$ cat src/rtl/uart_pkg.sv
// =============================================================================
// uart_pkg : shared UART FSM encoding, default timing and frame-length helper
// Rev 1.0
// =============================================================================
`default_nettype none

package uart_pkg;

  typedef enum logic [2:0] {
    IDLE   = 3'd0,
    START  = 3'd1,
    DATA   = 3'd2,
    PARITY = 3'd3,
    STOP   = 3'd4,
    GAP    = 3'd5,
    DONE   = 3'd6
  } uart_state_e;

  localparam int DEFAULT_CLKS_PER_BIT = 10417;

  // Bit times from the start bit through the last stop/gap bit.
  function automatic int frame_bits(input int data_bits, input int parity,
                                    input int stop_bits, input int gap_bits);
    return 1 + data_bits + parity + stop_bits + gap_bits;
  endfunction

endpackage

`default_nettype wire

$ cat src/rtl/uart_baud_gen.sv
// =============================================================================
// uart_baud_gen : 16-bit bit-period counter with synchronous clear and bit_tick
// Rev 1.0
// =============================================================================
`default_nettype none

module uart_baud_gen
  import uart_pkg::*;
#(
  parameter int CLKS_PER_BIT = DEFAULT_CLKS_PER_BIT
) (
  input  logic clk,
  input  logic rst_n,
  input  logic clr_i,
  output logic bit_tick_o
);

  localparam logic [15:0] LAST_CNT = 16'(CLKS_PER_BIT - 1);

  logic [15:0] cnt_q;
  logic [15:0] cnt_d;

  assign bit_tick_o = (cnt_q == LAST_CNT);

  always_comb begin
    cnt_d = cnt_q + 16'd1;
    if (clr_i || bit_tick_o) begin
      cnt_d = '0;
    end
  end

  always_ff @(posedge clk) begin
    if (!rst_n) begin
      cnt_q <= '0;
    end else begin
      cnt_q <= cnt_d;
    end
  end

endmodule

`default_nettype wire

$ cat src/rtl/uart_tx_param.sv
// =============================================================================
// uart_tx_param : parametrised UART transmitter, valid/ready in, serial line out
// Optional parity bit when UART_TX_PARITY_EN is defined.  Rev 1.0
// =============================================================================
`default_nettype none

module uart_tx_param
  import uart_pkg::*;
#(
  parameter int CLKS_PER_BIT = DEFAULT_CLKS_PER_BIT,
  parameter int DATA_BITS    = 8,
  parameter int STOP_BITS    = 1,
  parameter int GAP_BITS     = 0,
  parameter int PARITY_ODD   = 0
) (
  input  logic                 clk,
  input  logic                 rst_n,
  input  logic [DATA_BITS-1:0] tx_data,
  input  logic                 tx_valid,
  output logic                 tx_ready,
  output logic                 tx,
  output logic                 busy,
  output logic                 tx_done
);

  if (CLKS_PER_BIT < 2 || CLKS_PER_BIT > 65535) begin : g_bad_clks_per_bit
    $error("uart_tx_param: CLKS_PER_BIT must be 2..65535");
  end
  if (DATA_BITS < 5 || DATA_BITS > 9) begin : g_bad_data_bits
    $error("uart_tx_param: DATA_BITS must be 5..9");
  end
  if (STOP_BITS < 1 || STOP_BITS > 2) begin : g_bad_stop_bits
    $error("uart_tx_param: STOP_BITS must be 1 or 2");
  end
  if (GAP_BITS < 0 || GAP_BITS > 31) begin : g_bad_gap_bits
    $error("uart_tx_param: GAP_BITS must be 0..31");
  end
  if (PARITY_ODD < 0 || PARITY_ODD > 1) begin : g_bad_parity_odd
    $error("uart_tx_param: PARITY_ODD must be 0 or 1");
  end

  localparam logic [4:0] LAST_DATA = 5'(DATA_BITS - 1);
  localparam logic [4:0] LAST_STOP = 5'(STOP_BITS - 1);
  localparam logic [4:0] LAST_GAP  = (GAP_BITS > 0) ? 5'(GAP_BITS - 1) : 5'd0;

  uart_state_e          state_q, state_d;
  logic [DATA_BITS-1:0] shreg_q, shreg_d;
  logic [4:0]           idx_q, idx_d;
  logic                 tx_q, tx_d;
  logic                 done_q, done_d;
  logic                 accept;
  logic                 bit_tick;

  assign tx_ready = (state_q == IDLE);
  assign busy     = ~tx_ready;
  assign tx       = tx_q;
  assign tx_done  = done_q;
  assign accept   = tx_valid && tx_ready;

  uart_baud_gen #(
    .CLKS_PER_BIT(CLKS_PER_BIT)
  ) u_baud (
    .clk       (clk),
    .rst_n     (rst_n),
    .clr_i     (accept),
    .bit_tick_o(bit_tick)
  );

`ifdef UART_TX_PARITY_EN
  localparam logic ODD_BIT = (PARITY_ODD != 0);
  logic par_q;

  always_ff @(posedge clk) begin
    if (!rst_n) begin
      par_q <= 1'b0;
    end else if (accept) begin
      par_q <= (^tx_data) ^ ODD_BIT;
    end
  end
`endif

  always_comb begin
    state_d = state_q;
    shreg_d = shreg_q;
    idx_d   = idx_q;
    case (state_q)
      IDLE: begin
        if (accept) begin
          state_d = START;
          shreg_d = tx_data;
          idx_d   = '0;
        end
      end
      START: begin
        if (bit_tick) begin
          state_d = DATA;
          idx_d   = '0;
        end
      end
      DATA: begin
        if (bit_tick) begin
          shreg_d = shreg_q >> 1;
          idx_d   = idx_q + 5'd1;
          if (idx_q == LAST_DATA) begin
            idx_d   = '0;
`ifdef UART_TX_PARITY_EN
            state_d = PARITY;
`else
            state_d = STOP;
`endif
          end
        end
      end
`ifdef UART_TX_PARITY_EN
      PARITY: begin
        if (bit_tick) begin
          state_d = STOP;
          idx_d   = '0;
        end
      end
`endif
      STOP: begin
        if (bit_tick) begin
          idx_d = idx_q + 5'd1;
          if (idx_q == LAST_STOP) begin
            idx_d   = '0;
            state_d = (GAP_BITS > 0) ? GAP : DONE;
          end
        end
      end
      GAP: begin
        if (bit_tick) begin
          idx_d = idx_q + 5'd1;
          if (idx_q == LAST_GAP) begin
            idx_d   = '0;
            state_d = DONE;
          end
        end
      end
      DONE: begin
        state_d = IDLE;
      end
      default: begin
        state_d = IDLE;
      end
    endcase
  end

  // Line level and done pulse are registered from the next state so they
  // stay cycle-aligned with tx_ready.
  always_comb begin
    tx_d   = 1'b1;
    done_d = (state_d == DONE);
    case (state_d)
      START:   tx_d = 1'b0;
      DATA:    tx_d = shreg_d[0];
`ifdef UART_TX_PARITY_EN
      PARITY:  tx_d = par_q;
`endif
      default: tx_d = 1'b1;
    endcase
  end

  always_ff @(posedge clk) begin
    if (!rst_n) begin
      state_q <= IDLE;
      shreg_q <= '0;
      idx_q   <= '0;
      tx_q    <= 1'b1;
      done_q  <= 1'b0;
    end else begin
      state_q <= state_d;
      shreg_q <= shreg_d;
      idx_q   <= idx_d;
      tx_q    <= tx_d;
      done_q  <= done_d;
    end
  end

endmodule

`default_nettype wire

$ cat config.mk
export PLATFORM = sky130hd
export DESIGN_NAME = uart_tx_param
export DESIGN_NICKNAME = d
export VERILOG_FILES = /design/src/rtl/uart_pkg.sv /design/src/rtl/uart_baud_gen.sv /design/src/rtl/uart_tx_param.sv
export SDC_FILE = /design/constraint.sdc
export NUM_CORES = 1
export LEC_CHECK = 0
export ABC_AREA = 0
export CAP_MARGIN = 5
export CORE_MARGIN = 2
export CORE_UTILIZATION = 40
export CTS_CLUSTER_DIAMETER = 80
export DETAILED_ROUTE_END_ITERATION = 12
export SKIP_LAST_GASP = 1
export SYNTH_ARGS = -nofsm -noshare
export SYNTH_HDL_FRONTEND = slang
export SYNTH_HIERARCHICAL = 1
export SYNTH_SLANG_ARGS = --single-unit
$ cat constraint.sdc
create_clock -name clk -period 3.95 [get_ports clk]
set_clock_uncertainty 0.2 [all_clocks]
set_input_delay 0.395 -clock clk [delete_from_list [all_inputs] [get_ports clk]]
set_output_delay 0.395 -clock clk [all_outputs]
set_load 0.01 [all_outputs]
==> impl_metrics.ini, run 1 <==
[place]
gp_congestion = 0.820
portBuffers = 14
place_ws_ns = 0.865
place_area_mm2 = 0.00185
dp_hpwl_um = 2390

[timing]
slew_viol_final = 0
worst_slew_pin_slew_ns = 0.742
setup_viol = 0
final.setup.tns_ns = 0
fmax_mhz = 322
fin_crit_ns = 3.11
slew_headroom = 0.504
min_period_over_period = 0.787
setup_slack_ns = 0.841
finalHoldViolCount = 0
grt_setup_unrepaired = false

[synth]
ys_ff_latch = 34
synth_nets = 203
syn_inst = 188
syn_area_mm2 = 0.00169
yosysSeqAreaShare = 0.402
synth_flop_cell = dfxtp_1
synth_enable_flop_cells = 0
ys_types = 50
yosysWarningCount = 6
syn_area_per_cell_um2 = 9.01
postSynth.asyncResetShare = 0

[critical_path]
critical_path_class = reg -> reg
critPathRequiredTime_ns = 3.97
cp-end-kind = flop
critPathSlowestCell = nor4bb_4
slowest_delay_ns = 0.74
cp_max_fo = 11
crit_family = simple AND/OR/NAND/NOR gates
path_cells = or4b_1 > nor4_2 > nor4bb_4 > a211oi_2 > or3_1 > a21oi_1
cp-start-kind = flop
critPathBufInv = 0
r2r-start = u_baud/cnt_q[2]
critPathArrivalTime_ns = 3.13
crit_start = u_baud/cnt_q[2]

[clock_network]
cts_tree = done
cts_buffer_depth = 2
ctsHoldBuffers = 0
htree_levels = 2
root_buffer = clkbuf_8
clk_pin_slew_worst_paths_ns = 0.06
cts_setup_buffers = 0
cts_resized = 0
cts.sinks = 34
clkLatencyLatePin_ns = 0.29
cts_buffers = 5

[detailed_routing]
post_drt_wl_per_cell_um = 13.1
drtIter0Drc = 86
routed_wl_um = 3330
vias = 1379
drc = 0
vias_per_cell = 5.43
ant_nets = 0
drt-pass1-iter-count = 4

[min_path]
hp-class = reg -> reg
hold_start = shreg_q[6]

[power_and_ir_drop]
vdd_drop_max_mv = 0.181
power_frac_seq = 0.532
p_clk_frac = 0.386
power.leakage_uw = 0.000609
p_sw_uw = 154
p_comb_frac = 0.082
p_sw_frac = 0.228
cellPowerDensity_mw_per_mm2 = 348
power.internal_uw = 521

[die]
die_h_um = 69.1
num_rows = 23
dieArea_mm2 = 0.00477
core_mm2 = 0.00403
start_util = 0.420
die_x_um = 69.1
pin_count = 15

[global_routing]
grt_use_total = 0.153
grt_pass1_wl_um = 5830
antenna_found_initial = 0
grt_start_max_net_pins = 21
grt_pass1_vias = 1309
grt-ovfl-total = 0

[layout]
fin_area_mm2 = 0.00194
syn_to_final_growth_pct = 14.3
nFillCells = 406
drive_above_1_share = 0.0735
diodes = 0
final_nets = 218

[status]
outcome = finished clean

[flow_run]
maxCapViolCount = 0
-- kinds of logic after synthesis --
group,after synthesis,share of synthesized area
flip-flops,34,0.402
XOR/XNOR,14,0.0724
buffers and inverters,18,0.0569
AO/OA/AOI/OAI,35,0.151
AND/OR/NAND/NOR,83,0.288
adder cells (fa/ha/maj),4,0.0295
-- registers in the layout, indices dropped and copies added, names as in the netlist --
name          cells
u_baud/cnt_q     16
state_q           3
idx_q             5
shreg_q           8
tx_done           1
tx                1
-- layer usage --
layer | wire, µm | part of all wire | GRT usage | vias to the layer above
li1 | - | - | - | 692
met4 | 72 | 0.022 | 0.0719 | 0
met3 | 112 | 0.034 | 0.0497 | 6
met5 | 0 | 0 | 0 | -
met1 | 1470 | 0.44 | 0.174 | 663
met2 | 1670 | 0.50 | 0.259 | 18
-- final timing paths --
| path | to | slack (ns) | cells after the start |
|---|---|---|---|
| worst min-delay path | shreg_q[6] | 0.26 | 2 |
| worst min register to register | shreg_q[6] | 0.26 | 2 |
| worst max register to register | idx_q[4] | 0.84 | 6 |
| worst max-delay path | idx_q[4] | 0.84 | 6 |
-- cell usage after synthesis, types with 2 or more instances --
cell type  count  area, µm²
dfxtp_1       34        681
nor2_1        19       71.3
nand2_1       15       56.3
xnor2_1       13        114
inv_1         12       45.0
nand3_1        8       40.0
a22oi_1        7       52.6
nor3_1         6       30.0
a21boi_0       5       37.5
nand4_1        5       31.3
nor2b_1        5       31.3
o21ai_0        5       25.0
ha_1           4       50.1
nor4_1         4       25.0
a21oi_1        3       15.0
a211o_1        2       17.5
a21boi_1       2       15.0
a21o_1         2       15.0
nand2b_1       2       12.5
nor2_2         2       12.5
nor3b_1        2       15.0
or3b_1         2       17.5
or4b_1         2       20.0
-- cells in the final DEF, fill, tap and decap left out, types with 2 or more instances in the layout --
cell type,synthesis,final
dfxtp_1,34,34
nor2_1,19,19
nand2_1,15,15
clkdlybuf4s50_1,0,14
xnor2_1,13,13
inv_1,12,12
nand3_1,8,8
a22oi_1,7,7
nor3_1,6,6
clkbuf_8,0,6
o21ai_0,5,5
nor2b_1,5,5
a21boi_0,5,5
nand4_1,5,5
ha_1,4,4
nor4_1,4,4
a21oi_1,3,3
or3b_1,2,2
a21o_1,2,2
nor3b_1,2,2
a211o_1,2,2
a21boi_1,2,2
nand2b_1,2,2
or4b_1,2,2
nor2_2,2,2
-- power groups by stage --
| stage | logic [µW] | registers (µW) | clock network, µW |
|---|---|---|---|
| finish | 55.5 | 359 | 260 |
| global route | 62.0 | 360 | 290 |
| CTS | 55.6 | 359 | 274 |
| detailed placement | 55.5 | 367 | 0 |
| global placement | 54.6 | 366 | 0 |
| floorplan | 39.3 | 365 | 0 |
-- worst reg2reg max path: stages, from the launching register on --
cell      delay (ns)
dfxtp_1         0.36
or4b_1          0.53
nor4_2          0.52
nor4bb_4        0.74
a211oi_2        0.18
or3_1           0.38
a21oi_1         0.13
-- cell type report --
class	count	area, µm²	area share
multi-input combinational	136	917	0.474
tap	50	62.6	0.0323
timing repair buffer	14	140	0.0724
clock inverter	1	5.00	0.00258
clock buffer	7	86.3	0.0446
sequential	34	681	0.351
inverter	12	45.0	0.0233
-- metrics by stage --
| step | instances | utilization | power [µW] | hold slack (ns) |
|---|---|---|---|---|
| global placement | 246 | 0.458 | 421 | 0.243 |
| detailed placement | 246 | 0.458 | 422 | 0.251 |
| CTS | 254 | 0.481 | 689 | 0.262 |
| floorplan | 188 | - | 405 | 0.235 |
| global route | 254 | 0.481 | 712 | 0.282 |
| finish | 254 | 0.481 | 674 | 0.260 |
Note: power is estimated with default switching activity, not from simulation.
==> inputs of run 2 (changes only) <==
==> constraint.sdc (replaced) <==
create_clock -name clk -period 2.95 [get_ports clk]
set_clock_uncertainty 0.2 [all_clocks]
set_input_delay 0.295 -clock clk [delete_from_list [all_inputs] [get_ports clk]]
set_output_delay 0.295 -clock clk [all_outputs]
set_load 0.01 [all_outputs]
==> impl_metrics.ini, run 2 (synthesis gave the netlist of run 1 again) <==
[status]
outcome = finished clean

[flow_run]
maxCapViolCount = 0

[timing]
grt_setup_unrepaired = false
fin_crit_ns = 2.72
slew_headroom = 0.567
min_period_over_period = 0.922
final.setup.tns_ns = 0
fmax_mhz = 368
worst_slew_pin_slew_ns = 0.640
finalHoldViolCount = 0
slew_viol_final = 0
setup_viol = 0

[layout]
drive_above_1_share = 0.0918
final_common_cell = dfxtp_1
final_cells = 257
diodes = 0
syn_to_final_growth_pct = 15.4
final_cell_mix = dfxtp_1, nor2_1, nand2_1, clkdlybuf4s50_1, xnor2_1
largest_reg_flops = 16
nFillCells = 395
largest_register = u_baud/cnt_q
final_nets = 222
reg.largest.list = u_baud/cnt_q: 16 flops, shreg_q: 8 flops, idx_q: 5 flops

[die]
core_mm2 = 0.00403
die_x_um = 69.1
num_rows = 23
dieArea_mm2 = 0.00477
pin_count = 15
start_util = 0.420
die_h_um = 69.1

[critical_path]
critPathRequiredTime_ns = 2.96
cp_max_fo = 7
cp-start-kind = flop
cp-end-kind = flop
critPathArrivalTime_ns = 2.73
critical_path_class = reg -> reg

[min_path]
hp-class = reg -> reg

[clock_network]
clk_pin_slew_worst_paths_ns = 0.07
cts_buffers = 5
cts_setup_buffers = 0
htree_levels = 2
clkLatencyLatePin_ns = 0.29
cts.sinks = 34
ctsHoldBuffers = 0
root_buffer = clkbuf_8
cts_resized = 0
cts_buffer_depth = 2
cts_tree = done

[detailed_routing]
vias_per_cell = 5.43
vias = 1395
drt-pass1-iter-count = 5
ant_nets = 0
drc = 0
drtIter0Drc = 105
routed_wl_um = 3400
post_drt_wl_per_cell_um = 13.2

[global_routing]
grt-ovfl-total = 0
grt_pass1_wl_um = 6060
grt_use_total = 0.154
grt_pass1_vias = 1426
grt_start_max_net_pins = 20
antenna_found_initial = 0

[power_and_ir_drop]
power.leakage_uw = 0.000626
cellPowerDensity_mw_per_mm2 = 450
vdd_drop_max_mv = 0.200

[place]
dp_hpwl_um = 2490
portBuffers = 14
dp.cells = 250
gp_congestion = 0.829
-- run 2: cell types whose count changed in the layout (fill, tap and decap cells not counted), sizes merged --
cell and delta:
buf +4, clkbuf -2, clkinv +1
-- run 2: worst max-delay path, stage by stage (launching register included) --
cell and delay, ns:
dfxtp_1 0.36, or4b_1 0.56, nor4_2 0.34, nor4bb_4 0.52
a211oi_2 0.15, or3_1 0.37, a21oi_1 0.15
-- run 2: layer usage --
metal | GRT usage | part of all wire | routed length, µm | vias up
li1 | - | - | - | 694
met1 | 0.169 | 0.43 | 1450 | 656
met2 | 0.275 | 0.52 | 1750 | 41
met3 | 0.0409 | 0.044 | 150 | 4
met4 | 0.0719 | 0.014 | 46 | 0
met5 | 0 | 0 | 0 | -
-- run 2: power by group --
part / switching, µW / leakage, µW / total, µW / internal (µW)
Combinational: 36.5 / 0.000306 / 76.8 / 40.3
Sequential: 9.62 / 0.000276 / 480 / 471
Clock: 164 / 0.0000438 / 322 / 158
-- run 2: final timing paths --
kind              startpoint  slack, ns  cells after the start         end
max          u_baud/cnt_q[3]       0.23                      6    idx_q[4]
min               shreg_q[5]       0.27                      2  shreg_q[5]
max reg2reg  u_baud/cnt_q[3]       0.23                      6    idx_q[4]
min reg2reg       shreg_q[5]       0.27                      2  shreg_q[5]
-- run 2: cell type report --
| type | instances | area [µm²] | share of cell area |
|---|---|---|---|
| flip-flops and latches | 34 | 681 | 0.348 |
| repair buffers | 18 | 170 | 0.0871 |
| well taps | 50 | 62.6 | 0.0320 |
| clock buffers | 5 | 68.8 | 0.0352 |
| multi-input cells | 136 | 917 | 0.469 |
| clock inverters | 2 | 10.0 | 0.00512 |
| inverters | 12 | 45.0 | 0.0230 |
-- run 2: metrics by stage --
| step | instance area [µm²] | setup slack (ns) | hold WS [ns] | utilization | power (µW) |
|---|---|---|---|---|---|
| finish | 1950 | 0.231 | 0.266 | 0.485 | 879 |
| global route | 1950 | 0.0745 | 0.299 | 0.485 | 920 |
| CTS | 1950 | 0.234 | 0.270 | 0.485 | 891 |
| detailed placement | 1880 | 0.263 | 0.258 | 0.466 | 568 |
| floorplan | 1690 | 0.305 | 0.235 | - | 542 |
| global placement | 1880 | 0.383 | 0.242 | 0.466 | 566 |
